File: src/rtl/serial_addsub_pkg.sv
// Shared types and constants for the digit-serial add/subtract unit.
package serial_addsub_pkg;

  typedef enum logic [1:0] {
    IDLE = 2'd0,
    RUN  = 2'd1,
    FIX  = 2'd2,
    DONE = 2'd3
  } state_t;

  localparam logic OP_ADD = 1'b0;
  localparam logic OP_SUB = 1'b1;

endpackage

File: src/rtl/serial_addsub_digit.sv
// Combinational D-bit add/subtract slice built from ripple-chained 1-bit cells.
// cin/cout carry the carry for add and the borrow for subtract.
module digit_addsub
  import serial_addsub_pkg::*;
#(
  parameter int unsigned D = 2
) (
  input  logic [D-1:0] a,
  input  logic [D-1:0] b,
  input  logic         cin,
  input  logic         op,
  output logic [D-1:0] s,
  output logic         cout
);

  logic [D:0] c;
  logic       inv_a;

  assign c[0]  = cin;
  assign inv_a = (op == OP_SUB);
  assign cout  = c[D];

  // Borrow-out equals the carry-out majority with a inverted.
  for (genvar i = 0; i < int'(D); i++) begin : g_cell
    logic am;
    assign am       = a[i] ^ inv_a;
    assign s[i]     = a[i] ^ b[i] ^ c[i];
    assign c[i + 1] = (am & b[i]) | (am & c[i]) | (b[i] & c[i]);
  end

endmodule

File: src/rtl/serial_addsub.sv
// Multi-cycle unsigned add/subtract: D bits per cycle, LSB digit first,
// subtract results returned as magnitude plus borrow flag.
module serial_addsub
  import serial_addsub_pkg::*;
#(
  parameter int unsigned N = 8,
  parameter int unsigned D = 2
) (
  input  logic         clk,
  input  logic         rst,
  input  logic         start,
  input  logic         op,
  input  logic [N-1:0] a,
  input  logic [N-1:0] b,
  output logic         ready,
  output logic         done,
  output logic [N-1:0] y,
  output logic         flag,
  output logic         zero
);

  localparam int unsigned NDIG = N / D;
  localparam int unsigned CW   = (NDIG > 1) ? $clog2(NDIG) : 1;

  if ((N % D) != 0 || N < 2 || D < 1) begin : g_param_err
    $error("serial_addsub: N must be >= 2 and a multiple of D");
  end

  state_t         state, state_nx;
  logic [N-1:0]   a_q, b_q, res_q;
  logic           op_q, cy_q;
  logic [CW-1:0]  cnt;

  logic           accept_c, last_c;
  logic [D-1:0]   s_c;
  logic           cout_c;
  logic [N-1:0]   y_c;

  assign accept_c = start && ready;
  assign last_c   = (cnt == CW'(NDIG - 1));

  digit_addsub #(.D(D)) u_digit (
    .a    (a_q[D-1:0]),
    .b    (b_q[D-1:0]),
    .cin  (cy_q),
    .op   (op_q),
    .s    (s_c),
    .cout (cout_c)
  );

  // Final borrow on subtract means the partial result is a - b mod 2^N; negate it.
  assign y_c = (op_q == OP_SUB && cy_q) ? (~res_q + N'(1)) : res_q;

  always_ff @(posedge clk) begin
    if (rst) state <= IDLE;
    else     state <= state_nx;
  end

  always_comb begin
    state_nx = state;
    case (state)
      IDLE:    if (accept_c) state_nx = RUN;
      RUN:     if (last_c)   state_nx = FIX;
      FIX:     state_nx = DONE;
      DONE:    state_nx = accept_c ? RUN : IDLE;
      default: state_nx = IDLE;
    endcase
  end

  // Handshake outputs registered from the next state.
  always_ff @(posedge clk) begin
    if (rst) begin
      ready <= 1'b1;
      done  <= 1'b0;
    end else begin
      ready <= (state_nx == IDLE) || (state_nx == DONE);
      done  <= (state_nx == DONE);
    end
  end

  always_ff @(posedge clk) begin
    if (rst) begin
      a_q   <= '0;
      b_q   <= '0;
      op_q  <= OP_ADD;
      res_q <= '0;
      cy_q  <= 1'b0;
      cnt   <= '0;
      y     <= '0;
      flag  <= 1'b0;
      zero  <= 1'b1;
    end else begin
      if (accept_c) begin
        a_q   <= a;
        b_q   <= b;
        op_q  <= op;
        res_q <= '0;
        cy_q  <= 1'b0;
        cnt   <= '0;
      end else if (state == RUN) begin
        // Consume the low digit; the result fills from the top down.
        a_q   <= a_q >> D;
        b_q   <= b_q >> D;
        res_q <= N'({s_c, res_q} >> D);
        cy_q  <= cout_c;
        cnt   <= cnt + CW'(1);
      end
      if (state == FIX) begin
        y    <= y_c;
        flag <= cy_q;
        zero <= (y_c == '0);
      end
    end
  end

endmodule
File: config.mk
export PLATFORM = sky130hd
export DESIGN_NAME = serial_addsub
export DESIGN_NICKNAME = d
export VERILOG_FILES = /design/src/rtl/serial_addsub_pkg.sv /design/src/rtl/serial_addsub_digit.sv /design/src/rtl/serial_addsub.sv
export SDC_FILE = /design/constraint.sdc
export NUM_CORES = 1
export LEC_CHECK = 0
export BUFFER_PORTS_ARGS = -buffer_cell sky130_fd_sc_hd__buf_2
export CAP_MARGIN = 5
export CORE_MARGIN = 2
export CORE_UTILIZATION = 50
export CTS_CLUSTER_DIAMETER = 100
export DETAILED_ROUTE_END_ITERATION = 10
export GPL_TIMING_DRIVEN = 0
export PLACE_DENSITY_LB_ADDON = 0.25
export SYNTH_ARGS = -nofsm -noshare
export SYNTH_HDL_FRONTEND = slang
export SYNTH_HIERARCHICAL = 1
export SYNTH_SLANG_ARGS = --single-unit
export TNS_END_PERCENT = 10
File: constraint.sdc
create_clock -name clk -period 1.4 [get_ports clk]
set_input_delay 0.28 -clock clk [delete_from_list [all_inputs] [get_ports clk]]
set_output_delay 0.28 -clock clk [all_outputs]
set_load 0.01 [all_outputs]
Yosys cells after proc, flatten, opt, wreduce, memory -nomap -nowiden
Index checks and enable logic that the tools add are counted.

word-level totals
  output and inout bits = 12
  input port bits = 20
  register bits after elaboration = 42

operators by class
  bitwise gates (word level) = 17
  reduce and logical (&&, ||, !) cells = 8
  muxes and demuxes = 9
  add/sub/neg operators = 2
  equality and inequality tests = 5

operator list
  operator                                              number
  2-to-1 mux 8 bit                                      5
  adder 8 x 1 -> 8 bit (second input constant)          1
  equality test 2 bit (second input constant)           4
  zero test 8 bit                                       1
  NOT 8 bit                                             1
  one-hot mux 2 bit (4 select lines)                    1
  AND 1 bit                                             6
  bitwise XOR 1 bit                                     6
  zero test 2 bit                                       2
  2-to-1 mux 2 bit                                      2
  bitwise OR 1 bit                                      4
  adder 2 x 1 -> 2 bit (second input constant)          1
  equality test 2 x 1 -> 1 bit (second input constant)  1
  logical AND 1 bit                                     2
  nonzero test 2 bit                                    1
  OR reduction 2 bit                                    1
  logical OR 1 bit                                      1
  2-to-1 mux 1 bit                                      1

Depth between registers and ports, before layout
Gate-level depths: netlist (run 1).

  word-level depth = 7
  depth in mapped cells = 7
  mapped depth without buffers = 6

By module
Netlist (run 1), hierarchy kept.

modules (own cells, without submodules)
  module         times used  area an instance (um2)  cells each
  serial_addsub  1           1781.7                  211
  digit_addsub   1           167.7                   23

Worst setup path before layout (run 1)
Ideal clock, no wire load.

  path type = register to register
  start = reg cy_q
  end = reg cy_q
  path slack = 33 ps
  period minus slack after synthesis = 1367 ps
  data arrival time = 1297 ps
  setup time = 70 ps
  cell stages (with the launch flop) = 7
  data required time = 1330 ps
  cell sequence = dfxtp_1 -> nand2b_1 -> a21oi_1 -> or3_1 -> a2bb2oi_2 -> nand2_1 -> a21oi_1

on the way
  word-level cells in the longest chain between the ends = 6

RTL lines
  what                    line                       source
  from (decl)             serial_addsub.sv:31        logic op_q, cy_q;
  from (signal assigned)  serial_addsub.sv:105       cy_q <= cout_c;
  AND 1 bit               serial_addsub_digit.sv:28  assign c[i + 1] = (am & b[i]) | (am & c[i]) | (b[i] & c[i]);
  bitwise OR 1 bit        serial_addsub_digit.sv:28
  bitwise OR 1 bit (*)    serial_addsub_digit.sv:28
  AND 1 bit               serial_addsub_digit.sv:28
  bitwise OR 1 bit        serial_addsub_digit.sv:28
  bitwise OR 1 bit (*)    serial_addsub_digit.sv:28
  net cout_c              serial_addsub.sv:36        logic cout_c;

Mark *: on every way through the listed nets, which the timed path passes. The rest lies on a longest branch.
A chain may end at the register's enable or synchronous reset.

Final worst setup path (run 1)
  start = reg res_q[0]
  end = reg zero

on the way
  word-level cells in the longest chain between the ends = 4

RTL lines
  what                    line                  source
  from (decl)             serial_addsub.sv:30   logic [N-1:0] a_q, b_q, res_q;
  from (signal assigned)  serial_addsub.sv:104  res_q <= N'({s_c, res_q} >> D);
  NOT 8 bit               serial_addsub.sv:52   assign y_c = (op_q == OP_SUB && cy_q) ? (~res_q + N'(1)) : res_q;
  adder 8 x 1 -> 8 bit    serial_addsub.sv:52
  2-to-1 mux 8 bit (*)    serial_addsub.sv:52
  zero test 8 bit (*)     serial_addsub.sv:111  zero <= (y_c == '0);
  to (signal assigned)    serial_addsub.sv:111
  to (decl)               serial_addsub.sv:19   output logic zero

Mark *: on every way between the ends. The rest lies on a longest branch, timed or not.

==> results.cfg, run 1 <==
[outcome]
status = finished clean

[yosys]
syn_area_um2 = 1949
synth_cell_types = 40
synth_edf_count = 0
syn_nets = 256
synth_seq_cells = 42
yosysWarningCount = 6
async_flop_share = 0
synth_flop_cell = dfxtp_1
yosysSeqAreaShare = 0.4313
synthCells = 234
syn_avg_cell_area_um2 = 8.331

[pwr]
vdd_drop_max_mv = 0.7866
powerDensity_nw_per_um2 = 1021
p_leak_nw = 0.9263

[route]
drc = 0
drt_iter0_drc = 110
firstDrtPassIters = 4
via_count = 1726
wl_per_cell_um = 13.57
ant_nets = 0
wl_um = 4383
vias_per_cell = 5.344

[global_routing]
grt_pass1_wl_um = 6858
grt_pass1_vias = 1522
antenna_found_initial = 0
grt_max_degree = 14
track_usage = 0.2084
gr-total-overflow = 0

[critical_path]
rrSetupSlack_ns = 0.03
critical_path_class = reg2reg
critPathArrivalTime_ns = 1.58
critPathMaxFanout = 4
cp.required_ns = 1.62
worstReg2RegStart = res_q[0]
cp-end-kind = flip-flop
r2r-end = zero
reg2reg_depth = 4
startpoint_type = flip-flop

[final_layout]
fin_util = 0.6485
final_nets = 296
synthToLayoutAreaGrowth_pct = 23.62
diodes = 0
drive_gt1_frac = 0.3200

[timing]
clock_skew_ns = 0.005908
final.min_clock_period_ns = 1.368
max_freq_mhz = 731.2
tns_ns = 0
setup_violations = 0
grt_setup_unrepaired = yes
slew_violations = 0
fin_crit_sh = 0.9769
report.final.hold_viol_count = 0
max_slew.worst_pin.slew_ns = 0.4916
max_slew_margin = 0.6723
worst_slack_ns = 0.03238

[die]
ios = 32
die_h_um = 66.44
fp.dieW_um = 66.44
initial_core_util = 0.5246
dieArea_um2 = 4414
core_area_um2 = 3716
rows = 22

[placed_design]
dp_slack_ns = -0.1438
hpwlAfterDp_um = 2841
routabilityCongestion = 0.9196
port_buffers = 31

[clock_network]
postCtsHoldBufs = 0
clockBufferDepth = 2
insertion_delay_ns = 0.30
cts_sinks = 42
cts_buffers = 5
cts.clk_slew.worst_paths_ns = 0.08
clockRootBuffer = clkbuf_8
h-tree-depth = 2
cts_tree = built

[job]
max_cap_viol_count = 0

[min_path]
whs_endpoint = b_q[6]
holdCritPathClass = in2reg
hold_path.startpoint = b[6]
holdPathStages = 3
## synth_stat cells (2+ instances only)
cell type   n  area, um^2
ha_1        2       25.02
nand2_1    54       202.7
nor2b_1     3       18.77
mux2i_1     2       20.02
a211oi_1    2       15.01
nor3_1      2       10.01
nor2_1     24       90.09
inv_1       6       22.52
clkbuf_1    6       22.52
dfxtp_1    42       840.8
buf_6       3       33.78
a21oi_1    19       95.09
nand2b_1    6       37.54
a22oi_1     4       30.03
a311oi_1   10       87.58
buf_2       6       30.03
a311oi_2    3       45.04
xor2_1      3       26.28
or3_1       2       12.51
and2_1      2       12.51
a22o_1      2       17.52
o21ai_0     7       35.03
xnor2_1     7       61.31
## per-stage QoR
step / total power [mW] / area [um^2] / hold WS, ns / cells
after floorplan: 1.536 / 1949 / 0.4160 / 234
after global placement: 1.619 / 2165 / 0.4292 / 313
after detailed placement: 1.626 / 2165 / 0.4358 / 313
after CTS: 2.441 / 2273 / 0.2168 / 321
after global routing: 2.566 / 2410 / 0.2392 / 323
final: 2.460 / 2410 / 0.2179 / 323
## where the power goes
| part | internal (mW) | leakage [nW] | switching (mW) |
|---|---|---|---|
| registers | 1.24 | 0.349 | 0.0604 |
| clock network | 0.396 | 0.0472 | 0.431 |
| logic | 0.150 | 0.531 | 0.181 |
## cells in the final DEF, fill, tap and decap left out, drive strengths merged, types with 2 or more instances in the layout
master  instances
inv             6
nor2           24
o21ai           7
a311oi         13
buf            41
nand2          54
clkbuf         14
xnor2           7
nor3            2
a21oi          19
or3             2
mux2i           2
a22o            2
a22oi           4
nand2b          6
nor2b           3
and2            2
ha              2
dfxtp          42
a211oi          2
xor2            3
## critical path: stages, from the launching register on
cell and delay (ns):
dfxtp_4 0.38, o311ai_4 0.32, mux2i_1 0.26, a41oi_2 0.15, a221oi_2 0.18
## cell type report
cell class              count  area [um^2]
clock inverters             2        12.51
inverters                   6        22.52
repair buffers             37        203.9
clock buffers               6        82.58
flip-flops and latches     42        865.8
multi-input cells         170         1094
well taps                  48        60.06
fillers                   341         1306
plain buffers              12        68.82
## worst max-delay path by stage
stage,from,to,cells after the start
floorplan,cy_q,cy_q,6
global placement,cy_q,zero,4
detailed placement,cy_q,cy_q,6
CTS,res_q[2],zero,4
global route,state[0],y[3],5
finish,res_q[0],zero,4
## routing by layer
layer / GRT usage / vias to the layer above / part of all wire / wire, um
li1: - / 889 / - / -
met1: 0.2770 / 794 / 0.47 / 2056
met2: 0.3125 / 37 / 0.46 / 2013
met3: 0.06303 / 6 / 0.054 / 236
met4: 0.08673 / 0 / 0.018 / 77
met5: 0 / - / 0 / 0
## flip-flops by register name, summed over array words and instances, names as in the netlist, 2 cells and up
name	count
a_q	8
b_q	8
res_q	8
y	8
cnt	2
state	2
## repair_timing
| item | CTS | global route |
|---|---|---|
| pin swaps | 0 | 8 |
| hold endpoints to repair | 0 | 0 |
| setup buffers | 0 | 6 |
| setup endpoints to repair | 11 | 35 |
| gates resized for setup | 6 | 36 |
## logic make-up after synthesis
kind of cell               Yosys count  synth area share
and+or+nand+nor                     98            0.2169
buffers and inverters               22           0.05776
adders and majority gates            3           0.01861
DFF                                 42            0.4313
AOI/OAI and AO/OA                   57            0.2202
xor gates and xnor gates            10           0.04493
muxes                                2           0.01027
Power figures use the tool's default switching activity.
==> run 2, diff against run 1 <==
--- a/config.mk
+++ b/config.mk
@@ -12,6 +12,7 @@
 export CTS_CLUSTER_DIAMETER = 100
 export DETAILED_ROUTE_END_ITERATION = 10
 export GPL_TIMING_DRIVEN = 0
+export MAX_ROUTING_LAYER = met4
 export PLACE_DENSITY_LB_ADDON = 0.25
 export SYNTH_ARGS = -nofsm -noshare
 export SYNTH_HDL_FRONTEND = slang
==> run 2 against run 1 <==
Effect of this change: fmax fell by 1.4%; critical path depth grew 2; worst setup slack got worse by 0.020 ns; non-clock buffer count increased by 3; via count rose by 3.2%; global-route usage increased by 0.41 points; register-to-register slack worse by 0.02 ns; clock-buffer cell count up 1; combinational power grew 3%; cell count grew 0.93%.
==> results.cfg, run 2 (synthesized netlist as in run 1, its figures left out) <==
[timing]
tns_ns = 0
grt_setup_unrepaired = yes
max_slew.worst_pin.slew_ns = 0.5113
max_freq_mhz = 720.7
fin_crit_sh = 0.9911
clock_skew_ns = 0.003985
setup_violations = 0
final.min_clock_period_ns = 1.388
worst_slack_ns = 0.01241
slew_violations = 0
max_slew_margin = 0.6591
report.final.hold_viol_count = 0

[route]
drt_iter0_drc = 106
firstDrtPassIters = 4
via_count = 1782
wl_per_cell_um = 13.57
vias_per_cell = 5.466
ant_nets = 0
wl_um = 4423
drc = 0

[final_layout]
final_area_um2 = 2410
fillers = 328
drive_gt1_frac = 0.3022
diodes = 0
layout_common_cells = nand2_1 (53), buf_2 (34), dfxtp_1 (33)
final_common_cell = nand2_1
synthToLayoutAreaGrowth_pct = 23.62
final_nets = 299

[global_routing]
grt_util_met1 = 0.2832
grt_use_met3 = 0.04600
track_usage = 0.2125
grt_max_degree = 13
grt_pass1_wl_um = 6851
use_met2 = 0.3025
antenna_found_initial = 0
grt.busiest_layer = met2
grt_pass1_vias = 1551
gr-total-overflow = 0

[placed_design]
place_area_um2 = 2165
routabilityCongestion = 0.9356
dp_slack_ns = -0.1381
hpwlAfterDp_um = 2854
port_buffers = 31

[critical_path]
cp.required_ns = 1.64
worstPathCellList = buf_6, xor2_1, maj3_2, xnor2_2, nand2_1, a21oi_1
critical_path_class = reg2reg
startpoint_type = flip-flop
slowest_delay_ns = 0.36
crit_slowest_cell = dfxtp_4
cp-end-kind = flip-flop
critPathArrivalTime_ns = 1.63
critPathMaxFanout = 5

[job]
max_cap_viol_count = 0

[clock_network]
insertion_delay_ns = 0.30
postCtsHoldBufs = 0
cts.clk_slew.worst_paths_ns = 0.08
clockBufferDepth = 2
cts_tree = built
cts_sinks = 42
cts_buffers = 5
clockRootBuffer = clkbuf_8
h-tree-depth = 2

[min_path]
holdCritPathClass = in2reg

[pwr]
vdd_drop_max_mv = 0.8568
internal_power_mw = 1.796
p_switching_mw = 0.6399
p_clk_frac = 0.328
p_leak_nw = 0.9377
powerDensity_nw_per_um2 = 1011
sw_frac_of_total = 0.2627
fin_total_pwr_mw = 2.436
p_comb_frac = 0.140
seq_power_share = 0.532

[die]
ios = 32
core_area_um2 = 3716
rows = 22
fp.dieW_um = 66.44
die_h_um = 66.44
dieArea_um2 = 4414
initial_core_util = 0.5246

[outcome]
status = finished clean
[run 2: repair_timing]
action                                  in CTS  in global routing
pin swaps                                    1                  8
endpoints found under the setup margin      11                 33
setup buffers                                0                  6
resized for setup                            8                 30
endpoints found under the hold margin        0                  0
[run 2: final timing paths]
| check | start | end | slack (ns) | cells past startpoint |
|---|---|---|---|---|
| max | op_q | res_q[7] | 0.01 | 6 |
| max reg2reg | op_q | res_q[7] | 0.01 | 6 |
| min | b[7] | b_q[7] | 0.23 | 3 |
| min reg2reg | y[7] | y[7] | 0.45 | 1 |
[run 2: final cells by class]
type | instances | area, um^2 | share of cell area
Tap cell | 48 | 60.06 | 0.02492
Inverter | 6 | 22.52 | 0.009346
Timing Repair Buffer | 37 | 197.7 | 0.08204
Buffer | 15 | 97.59 | 0.04050
Multi-Input combinational cell | 170 | 1076 | 0.4465
Clock inverter | 1 | 5.005 | 0.002077
Clock buffer | 7 | 86.33 | 0.03583
Sequential cell | 42 | 864.6 | 0.3588
[run 2: power by group through the flow]
| stage | Sequential (mW) | Clock, mW | Combinational, mW |
|---|---|---|---|
| after floorplan | 1.31 | 0 | 0.227 |
| after global placement | 1.32 | 0 | 0.301 |
| after detailed placement | 1.32 | 0 | 0.307 |
| after CTS | 1.29 | 0.812 | 0.321 |
| after global routing | 1.30 | 0.860 | 0.380 |
| final | 1.30 | 0.799 | 0.340 |
[run 2: per-stage QoR]
step,hold WS (ns),instances,util
2_1_floorplan,0.4160,234,-
3_3_place_gp,0.4294,313,0.5825
3_5_place_dp,0.4359,313,0.5825
4_1_cts,0.2288,321,0.6131
5_1_grt,0.2569,326,0.6485
6_report,0.2291,326,0.6485
[run 2: worst max-delay path: cells and delay by family, from the launching register on]
family	cells	cell delay, ns
buf+inv	1	0.13
xor+xnor	2	0.32
simple gates	1	0.06
compound gates	1	0.13
flops	1	0.36
fa+ha+maj	1	0.33
[run 2: metal layers]
metal,part of all wire,wire length [um]
met1,0.46,2017
met2,0.48,2109
met3,0.055,242
met4,0.012,53
met5,0,0
==> run 3, diff against run 2 <==
--- a/config.mk
+++ b/config.mk
@@ -5,12 +5,12 @@
 export SDC_FILE = /design/constraint.sdc
 export NUM_CORES = 1
 export LEC_CHECK = 0
-export BUFFER_PORTS_ARGS = -buffer_cell sky130_fd_sc_hd__buf_2
 export CAP_MARGIN = 5
 export CORE_MARGIN = 2
-export CORE_UTILIZATION = 50
+export CORE_UTILIZATION = 53
 export CTS_CLUSTER_DIAMETER = 100
 export DETAILED_ROUTE_END_ITERATION = 10
+export DONT_BUFFER_PORTS = 1
 export GPL_TIMING_DRIVEN = 0
 export MAX_ROUTING_LAYER = met4
 export PLACE_DENSITY_LB_ADDON = 0.25
==> run 3 against run 2 <==
Effect of this change: the run now ends with setup timing left; sequential power hardly changed; global-route usage increased by 0.089 points; clock skew is 0.0037 ns higher; wire length shrank 11%; utilization fell by 5.0 points; total power up 3.6%; clock power increased by 17%; critical endpoint is now zero; largest power group unchanged.
==> results.cfg, run 3 (synthesized netlist as in run 1, its figures left out) <==
[placed_design]
dp_slack_ns = -0.1563
routabilityCongestion = 0.9000
hpwlAfterDp_um = 2753
port_buffers = 0
dpl.cell_count = 282

[pwr]
p_comb_frac = 0.116
sw_frac_of_total = 0.2491
vdd_drop_max_mv = 0.5974
internal_power_mw = 1.894
seq_power_share = 0.513
p_switching_mw = 0.6285
powerDensity_nw_per_um2 = 1168
p_clk_frac = 0.371
p_leak_nw = 0.7699

[timing]
max_slew_margin = 0.6547
grt_setup_unrepaired = yes
tns_ns = -0.01919
max_freq_mhz = 709.4
report.final.hold_viol_count = 0
fin_crit_sh = 1.007
slew_violations = 0
max_slew.worst_pin.slew_ns = 0.5180
worst_slack_ns = -0.009576
final.min_clock_period_ns = 1.410
clock_skew_ns = 0.007723
setup_violations = 3

[die]
rows = 22
dieArea_um2 = 4179
initial_core_util = 0.5406
die_h_um = 64.65
core_area_um2 = 3606
ios = 32
fp.dieW_um = 64.65

[critical_path]
r2r-end = zero
worstReg2RegStart = res_q[2]
reg2reg_depth = 4
critical_path_class = reg2reg
startpoint_type = flip-flop
critPathArrivalTime_ns = 1.62
cp-end-kind = flip-flop
cp.required_ns = 1.61
rrSetupSlack_ns = -0.01
critPathMaxFanout = 7

[clock_network]
postCtsHoldBufs = 0
cts_buffers = 5
cts.clk_slew.worst_paths_ns = 0.08
h-tree-depth = 2
cts_tree = built
cts_sinks = 42
clockBufferDepth = 2
clockRootBuffer = clkbuf_8
insertion_delay_ns = 0.29

[global_routing]
grt_max_degree = 14
gr-total-overflow = 0
use_met2 = 0.3255
grt_pass1_wl_um = 6775
grt.busiest_layer = met2
grt_pass1_vias = 1480
grt_util_met1 = 0.2832
track_usage = 0.2134
grt_use_met3 = 0.05556
antenna_found_initial = 0

[route]
wl_um = 3924
wl_per_cell_um = 13.58
vias_per_cell = 5.419
ant_nets = 0
firstDrtPassIters = 4
drc = 0
drt_iter0_drc = 113
via_count = 1566

[final_layout]
synthToLayoutAreaGrowth_pct = 10.78
layout_common_cells = nand2_1 (53), dfxtp_1 (37), nor2_1 (24)
final_common_cell = nand2_1
drive_gt1_frac = 0.1618
stdcell_count = 289
diodes = 0
final_nets = 262

[min_path]
holdPathStages = 2
whs_endpoint = op_q
hold_path.startpoint = op
holdCritPathClass = in2reg

[outcome]
status = finished with violations
violations = setup timing

[job]
max_cap_viol_count = 0
==> run 3: cell count changes in the layout (fill, tap and decap cells not counted), moves of 2 or more <==
| cell | before | now |
|---|---|---|
| buf_2 | 34 | 3 |
| buf_4 | 5 | 0 |
| dfxtp_1 | 33 | 37 |
| dfxtp_4 | 5 | 1 |
| clkbuf_1 | 4 | 2 |
| nand2b_1 | 4 | 6 |
| nand2b_4 | 2 | 0 |
==> run 3: critical path: stages, from the launching register on <==
cell      delay, ns
dfxtp_1        0.40
o311ai_2       0.36
mux2i_1        0.22
a41oi_1        0.16
a221oi_2       0.19
==> run 3: power by group through the flow <==
stage               registers [mW]  clock network [mW]  logic (mW)
floorplan                     1.31                   0       0.227
global placement              1.32                   0       0.270
detailed placement            1.32                   0       0.273
CTS                           1.29               0.954       0.279
global route                  1.30                1.02       0.330
finish                        1.29               0.936       0.292
==> run 3: worst max path at each step <==
stage	endpoint	depth (start not counted)	start	slack, ns
4_1_cts	zero	4	res_q[2]	-0.02
6_report	zero	4	res_q[2]	-0.01
2_1_floorplan	cy_q	6	cy_q	0.03
3_3_place_gp	zero	4	cy_q	-0.10
5_1_grt	zero	4	res_q[2]	-0.11
3_5_place_dp	cy_q	6	cy_q	-0.16
==> run 3: per-stage QoR <==
stage | area (um^2) | power (mW) | util | hold slack (ns)
3_5_place_dp | 2009 | 1.594 | 0.5573 | 0.4312
5_1_grt | 2160 | 2.649 | 0.5989 | 0.1105
6_report | 2160 | 2.523 | 0.5989 | 0.1170
4_1_cts | 2131 | 2.525 | 0.5909 | 0.1155
3_3_place_gp | 2009 | 1.589 | 0.5573 | 0.4191
2_1_floorplan | 1949 | 1.536 | - | 0.4160
==> run 3: what timing repair did <==
| action | in CTS | in global routing |
|---|---|---|
| gates resized for setup | 6 | 13 |
| pin swaps | 0 | 2 |
| setup endpoints to repair | 12 | 29 |
| setup buffers | 0 | 0 |
| cloned | 0 | 0 |
==> run 3: metal layers <==
layer	vias to the layer above	wire [um]
met5	-	0
met4	0	33
met3	5	179
met2	34	1802
met1	698	1908
li1	829	-
==> run 3: area by class of cell <==
cell class	count	area [um^2]
multi-input cells	170	1020
clock inverters	3	40.04
plain buffers	15	98.84
inverters	6	22.52
clock buffers	5	68.82
fillers	330	1446
well taps	48	60.06
flip-flops and latches	42	849.6
